File: src/rtl/mips_pkg.sv
// Shared definitions for the data cache: FSM state encoding
// and word geometry constants.
package mips_pkg;

  localparam int WORD_W         = 32;
  localparam int BYTES_PER_WORD = 4;

  typedef enum logic [1:0] {
    IDLE,
    RESP,
    MEM_RD,
    MEM_WR
  } state_t;

endpackage

File: src/rtl/data_cache.sv
// Direct-mapped, one-word-per-line, write-through no-allocate data cache.
// Ports: cache_* request/response side, mem_* fixed-latency memory side.
module data_cache
  import mips_pkg::*;
#(
  parameter int NUM_LINES   = 32,
  parameter int MEM_LATENCY = 4
) (
  input  logic                               clk,
  input  logic                               rst_b,
  input  logic                               cache_read,
  input  logic                               cache_write,
  input  logic [WORD_W-1:0]                  cache_addr,
  input  logic [WORD_W-1:0]                  cache_write_data,
  output logic [WORD_W-1:0]                  cache_load_data,
  output logic                               cache_ready,
  output logic [WORD_W-1:0]                  mem_addr,
  output logic [BYTES_PER_WORD-1:0][7:0]     mem_data_in,
  output logic                               mem_write_en,
  input  logic [BYTES_PER_WORD-1:0][7:0]     mem_data_out
);

  localparam int IDX = $clog2(NUM_LINES);
  localparam int TW  = WORD_W - 2 - IDX;
  localparam int CW  = (MEM_LATENCY > 1) ? $clog2(MEM_LATENCY) : 1;

  state_t state, next;

  logic [CW-1:0]        cnt;
  logic [NUM_LINES-1:0] valid;
  logic [TW-1:0]        tags [NUM_LINES];
  logic [WORD_W-1:0]    data [NUM_LINES];

  logic [IDX-1:0]    idx;
  logic [TW-1:0]     tag;
  logic [WORD_W-1:0] waddr;
  logic              hit;
  logic              last;
  logic              unused_lsb;

  assign idx        = cache_addr[IDX+1:2];
  assign tag        = cache_addr[WORD_W-1:IDX+2];
  assign waddr      = {cache_addr[WORD_W-1:2], 2'b00};
  assign hit        = valid[idx] && (tags[idx] == tag);
  assign last       = (cnt == '0);
  assign unused_lsb = ^cache_addr[1:0];

  always_ff @(posedge clk or negedge rst_b) begin
    if (!rst_b) state <= IDLE;
    else        state <= next;
  end

  always_comb begin
    next = state;
    unique case (state)
      IDLE: begin
        if (cache_write)     next = MEM_WR;
        else if (cache_read) next = hit ? RESP : MEM_RD;
      end
      MEM_RD:  if (last) next = RESP;
      MEM_WR:  if (last) next = RESP;
      RESP:    next = IDLE;
      default: next = IDLE;
    endcase
  end

  always_ff @(posedge clk or negedge rst_b) begin
    if (!rst_b) begin
      cnt             <= '0;
      cache_ready     <= 1'b0;
      cache_load_data <= '0;
      mem_addr        <= '0;
      mem_data_in     <= '0;
      mem_write_en    <= 1'b0;
    end else begin
      unique case (state)
        IDLE: begin
          if (cache_write) begin
            cnt          <= CW'(MEM_LATENCY - 1);
            mem_addr     <= waddr;
            mem_data_in  <= cache_write_data;
            mem_write_en <= 1'b1;
          end else if (cache_read) begin
            if (hit) begin
              cache_ready     <= 1'b1;
              cache_load_data <= data[idx];
            end else begin
              cnt      <= CW'(MEM_LATENCY - 1);
              mem_addr <= waddr;
            end
          end
        end
        MEM_RD: begin
          if (last) begin
            mem_addr        <= '0;
            cache_ready     <= 1'b1;
            cache_load_data <= mem_data_out;
          end else begin
            cnt <= cnt - 1'b1;
          end
        end
        MEM_WR: begin
          if (last) begin
            mem_addr     <= '0;
            mem_data_in  <= '0;
            mem_write_en <= 1'b0;
            cache_ready  <= 1'b1;
          end else begin
            cnt <= cnt - 1'b1;
          end
        end
        RESP:    cache_ready <= 1'b0;
        default: cache_ready <= 1'b0;
      endcase
    end
  end

  always_ff @(posedge clk or negedge rst_b) begin
    if (!rst_b)                         valid      <= '0;
    else if (state == MEM_RD && last)   valid[idx] <= 1'b1;
  end

  // Write hits refresh the line; write misses leave it alone.
  always_ff @(posedge clk) begin
    if (state == MEM_RD && last) begin
      tags[idx] <= tag;
      data[idx] <= mem_data_out;
    end else if (state == MEM_WR && last && hit) begin
      data[idx] <= cache_write_data;
    end
  end

endmodule

File: config.mk
export PLATFORM = sky130hd
export DESIGN_NAME = data_cache
export DESIGN_NICKNAME = d
export VERILOG_FILES = /design/src/rtl/mips_pkg.sv /design/src/rtl/data_cache.sv
export SDC_FILE = /design/constraint.sdc
export NUM_CORES = 2
export LEC_CHECK = 0
export ABC_AREA = 1
export CORE_MARGIN = 2
export CORE_UTILIZATION = 40
export DETAILED_ROUTE_END_ITERATION = 10
export SKIP_CTS_REPAIR_TIMING = 1
export SLEW_MARGIN = 20
export SYNTH_ARGS = -nofsm -noshare
export SYNTH_HDL_FRONTEND = slang
export SYNTH_SLANG_ARGS = --single-unit
File: constraint.sdc
create_clock -name clk -period 4.1 [get_ports clk]
set_input_delay 0.82 -clock clk [delete_from_list [all_inputs] [get_ports clk]]
set_output_delay 0.82 -clock clk [all_outputs]
set_load 0.1 [all_outputs]
Word-level counts from Yosys, hierarchy flattened
Memory sizes are Yosys's and may differ from the RTL's.
Cells that the tools add are included.
{ "totals": {"regBits": 134, "ramBits": 1824, "output_inout_bits": 98, "wordCells": 89, "memories": 2} }
{ "memory_table": {"columns": ["name", "words", "width", "rd", "rd_ports_with_merged_regs", "wr", "line_no", "text"], "rows": [
  ["data", 32, 32, 1, 0, 1, "data_cache.sv:32", "logic [WORD_W-1:0] data [NUM_LINES];"],
  ["tags", 32, 25, 1, 0, 1, "data_cache.sv:31", "logic [TW-1:0] tags [NUM_LINES];"]
]} }
{ "classes": {"n_addsub": 1, "order_cmp": 2, "eq_ne": 14, "muxes": 40, "bitwise_logic": 2, "reduce_logical": 17} }
{ "op_table": {"columns": ["op", "count"], "rows": [
  ["$mux W32", 10],
  ["$pmux W32 S2", 3],
  ["$or A32 B32 Y32", 1],
  ["$eq A25 B25 Y1", 1],
  ["$mux W2", 8],
  ["$ne A2 B2 Y1 const B", 7],
  ["$mux W1", 13],
  ["$reduce_and A4 Y1", 3],
  ["$lt A5 B6 Y1 const B", 1],
  ["$ne A3 B3 Y1 const B", 2],
  ["$pmux W2 S3", 1],
  ["$reduce_bool A2 Y1", 3],
  ["$bmux W1 S5", 1],
  ["$demux W1 S5", 1],
  ["$ge A5 B1 Y1 const B", 1],
  ["$logic_and A1 B1 Y1", 5],
  ["$reduce_and A5 Y1", 1],
  ["$eq A2 B2 Y1 const B", 2],
  ["$logic_not A2 Y1", 2],
  ["$pmux W2 S2", 1],
  ["$pmux W1 S3", 1],
  ["$reduce_and A3 Y1", 1],
  ["$eq A2 B1 Y1 const B", 1],
  ["$ne A2 B1 Y1 const B", 1],
  ["other kinds (5)", 5]
]} }

Depth between registers and ports, before layout
{ "depth": {"depth_word": 8, "depth_mapped": 24} }

Worst setup path before layout
OpenSTA, ideal clock, no wires.
{ "synth_path": {"kind": "input -> register", "startpoint": "in cache_addr[6]", "endpoint": "mem data[22][0] (enable)", "arrival_ns": 4.261, "path_slack_ns": -0.592, "stages": 14, "n_path_buf": 3, "path_cell_list": "buf_2 -> nor3_2 -> clkbuf_1 -> o21ai_0 -> nand2_1 -> nor2_1 -> nand3_1 -> nand2_1 -> nor2_1 -> nand3_1 -> nor2_1 -> nand3_1 -> clkbuf_1 -> a21oi_1"} }
{ "synth_via": {"elab_chain_len": 8} }
{ "synth_rtl": {"columns": ["element", "line_no", "text"], "rows": [
  ["start, declared", "data_cache.sv:13", "input logic [WORD_W-1:0] cache_addr,"],
  ["$mem_v2 Z32 W25 / $bmux W1 S5 (equally long branches)", null, null],
  ["$eq A25 B25 Y1 / $mux W1 (equally long branches)", "data_cache.sv:44", "assign hit = valid[idx] && (tags[idx] == tag);"],
  ["$logic_and A1 B1 Y1", "data_cache.sv:44", null],
  ["$logic_and A1 B1 Y1", "data_cache.sv:128", "end else if (state == MEM_WR && last && hit) begin"],
  ["$mux W1", "data_cache.sv:128", null],
  ["$mux W1", "data_cache.sv:125", "if (state == MEM_RD && last) begin"],
  ["$mux W1 (not written as such)", "data_cache.sv:129", "data[idx] <= cache_write_data;"],
  ["$or A1 B1 Y1 (no source line)", null, null],
  ["end, declared", "data_cache.sv:32", null]
]} }
Parallel ways exist; a longest one is shown, timed or not. The select of a mux whose other input is x is not followed.

Worst setup path in the final report
{ "layout_path": {"startpoint": "in cache_addr[5]", "endpoint": "mem data[27][22] (data pin)"} }
{ "layout_via": {"elab_chain_len": 8} }
{ "layout_rtl": {"columns": ["element", "line_no"], "rows": [
  ["$mem_v2 Z32 W25 / $bmux W1 S5 (equally long branches)", null],
  ["$eq A25 B25 Y1 / $mux W1 (equally long branches)", "data_cache.sv:44"],
  ["$logic_and A1 B1 Y1 *", "data_cache.sv:44"],
  ["$logic_and A1 B1 Y1 *", "data_cache.sv:128"],
  ["$mux W1 *", "data_cache.sv:128"],
  ["$mux W1 *", "data_cache.sv:125"],
  ["$mux W1 (not written as such) *", "data_cache.sv:129"],
  ["$mux W32 (no source line) *", null]
]} }
Mark *: on every way between the ends. The rest lies on a longest branch, timed or not. The select of a mux whose other input is x is not followed.

==> impl_metrics.ini <==
[synth]
avgSynthCellArea_sq_um = 12.7
yosysTopAreaCell = edfxtp_1
synth.top_cell.area_share_pct = 71.4
yosysWarnings = 0
ys_seq_area_share_pct = 75.8
synth_seq_cells = 1956
syn_inst = 6048
syn_area_sq_um = 76700
synth_cell_types = 41
synth_top_flop_cell = edfxtp_1
netlist_top_cells_area = edfxtp_1, nand2_1, a22oi_1
synth_edf_count = 1824
async_flop_share_pct = 6.75

[floorplan]
initial_utilization_pct = 40.3
core_area_sq_um = 190000
dieArea_sq_um = 195000
fp-row-count = 160
die_x_um = 442
ioPinCount = 198
die_y_um = 442

[worst_setup_path]
slowest_delay_ns = 0.55
worst_ep_required_time_ns = 4.64
cp.arrival_ns = 4.58
crit_fanout = 64
end_kind = flip-flop
r2r_slack_ns = 0.65
critPathSlowestCell = clkdlybuf4s50_1
critPathBufInv = 9
startpoint_type = input port
crit_top_cell = buf_4
worstPathCellList = clkdlybuf4s50_1, inv_2, buf_4, nor3_2, buf_12, buf_4, nand2_1, nand2_1, nor2_1, nand3_1, buf_4, nand4_1, nand3b_1, nor2_2, buf_4, nand3_4, buf_12, nand2_1, o21ai_2, buf_12
critPathKind = in2reg
path_delay_family = buffers and inverters

[global_route]
top_usage_layer = met2
grt_util_met2_pct = 37.7
grt_util_all_layers_pct = 22.5
grt_max_degree = 151
grtUsageMet3_pct = 3.00
first_global_vias = 48020
grt_pass1_wl_um = 327000
grt_overflow_total = 0
gr-usage-met1_pct = 30.6
grt_antenna_before_repair = 0

[clock_tree]
clk_path_buf_depth = 3
insertion_delay_ns = 0.84
cts_tree = done
cts_buffers = 194
root_buffer = clkbuf_16
cts_htree_levels = 4
clkTransAtPathRegs_ns = 0.06
cts_num_sinks = 1956

[placed_design]
place_area_sq_um = 87100
dp_hpwl_um = 136000
gp_congestion = 0.853
port_buffers = 193

[sta]
hold_viol = 0
worst_pin_slew_ns = 1.15
finalSetupViolations = 0
period_needed_ns = 4.04
rsz0062_at_grt = false
relSlewSlack_pct = 22.8
slew_violations = 0
max_freq_ghz = 0.248
clock_skew_ns = 0.0507
finalCritPeriodShare_pct = 98.4

[finish]
fin_area_sq_um = 93400
antenna_cells = 0
final_nets = 6694
drive_above_1_share_pct = 13.2
syn_to_final_growth_pct = 21.8
fillers = 16251
final_util_pct = 49.1

[run_status]
run_status = finished clean

[power_and_ir_drop]
leakage_nw = 34.3
ir_worst_vdd_v = 0.000471
p_per_area_nw_per_um2 = 520

[drt]
drcViolationCount = 0
wirelength_um = 223000
wl_per_cell_um = 24.1
drtIter0Drc = 5082
vias_per_cell = 5.38
ant_nets = 0
firstDrtPassIters = 5
dr_total_vias = 49921

[min_path]
hp-class = in2async

[job]
drv_cap = 0
-- routing by layer --
| layer | vias to the layer above | part of all wire (%) |
|---|---|---|
| met5 | - | 0 |
| met4 | 0 | 2.7 |
| met3 | 301 | 6.8 |
| met2 | 1932 | 49 |
| met1 | 25026 | 41 |
| li1 | 22662 | - |
-- synth_stat cells (all sizes together), types with 2 or more instances --
library cell  instances
nor2                125
nand4               125
nand3b                5
dfrtp               132
clkinv                4
nand2              2345
o21ai               111
nor4                 10
a22o                 18
a221oi               10
nand3               111
a21oi               156
o22ai                36
nor3                 34
edfxtp             1824
a211oi               15
inv                 175
a21boi               18
clkbuf              180
buf                 156
a22oi               442
a21o                  2
a41oi                 4
or2                   4
-- path summary, 6_finish.rpt --
kind | start | to | cells after the start
hold / removal | rst_b | mem_addr[10]$_DFFE_PN0P_ | 1
hold reg to reg | valid[7]$_DFFE_PN0P_ | valid[7]$_DFFE_PN0P_ | 2
setup reg to reg | tags[13][20]$_DFFE_PP_ | data[27][22]$_DFFE_PP_ | 18
min in group clk | cache_addr[3] | mem_addr[3]$_DFFE_PN0P_ | 3
setup / recovery | cache_addr[5] | data[27][22]$_DFFE_PP_ | 20
max in group asynchronous | rst_b | mem_data_in[22]$_DFFE_PN0P_ | 2
-- through the flow --
stage,instances,power (mW),setup WS (ns),setup TNS (ns),hold slack [ns]
after CTS,9272,48.8,0.114,0,0.0416
after floorplan,6049,28.2,-0.592,-365.44,0.427
after global placement,8908,31.3,-0.732,-1265.34,0.438
final,9272,48.6,0.0637,0,0.000844
after detailed placement,8908,31.3,-0.735,-1245.97,0.445
after global routing,9272,50.1,0.0338,0,0.0435
-- cell families (layout without fill, tap and decap cells) --
group	count (synthesis)	count (layout)	share of synthesized area, %
and+or+nand+nor	2761	2761	14.3
DFF	1956	1956	75.8
AOI/OAI and AO/OA	814	814	7.09
buffers and inverters	515	1227	2.79
adders and majority gates	1	1	0.0163
other	1	2	0.00489
-- report_power, final --
group	leakage (nW)	internal, mW	total (mW)	switching, mW
registers	18.0	22.3	22.6	0.268
clock network	3.08	10.0	17.7	7.67
logic	13.3	2.09	8.27	6.18
total	34.3	34.5	48.6	14.1
-- layout by cell type, fill, tap and decap left out, types with 75 or more instances in the layout --
master           netlist  routed
o21ai_0               75      75
clkdlybuf4s50_1        0     190
nand4_1              125     125
buf_4                 10     309
edfxtp_1            1824    1824
nand2_1             2344    2342
nor2_1               123      86
clkbuf_16              0     196
dfrtp_1              132     132
a22oi_1              442     442
a21oi_1              156     124
inv_1                167     166
nand3_1              107     105
buf_12                 0     183
-- flip-flops by register name, summed over array words and instances (netlist names) --
signal           cells
cache_load_data     32
cache_ready          1
cnt                  2
data              1024
mem_addr            30
mem_data_in         32
mem_write_en         1
state                2
tags               800
valid               32
-- area by class of cell --
type	count	area, sq um	area share [%]
inverters	179	699	0.749
clock inverters	114	1110	1.19
repair buffers	684	7910	8.47
clock buffers	250	5210	5.58
multi-input cells	3578	17300	18.5
flip-flops and latches	1956	58100	62.2
well taps	2511	3140	3.36
(Power assumes the default switching activity.)
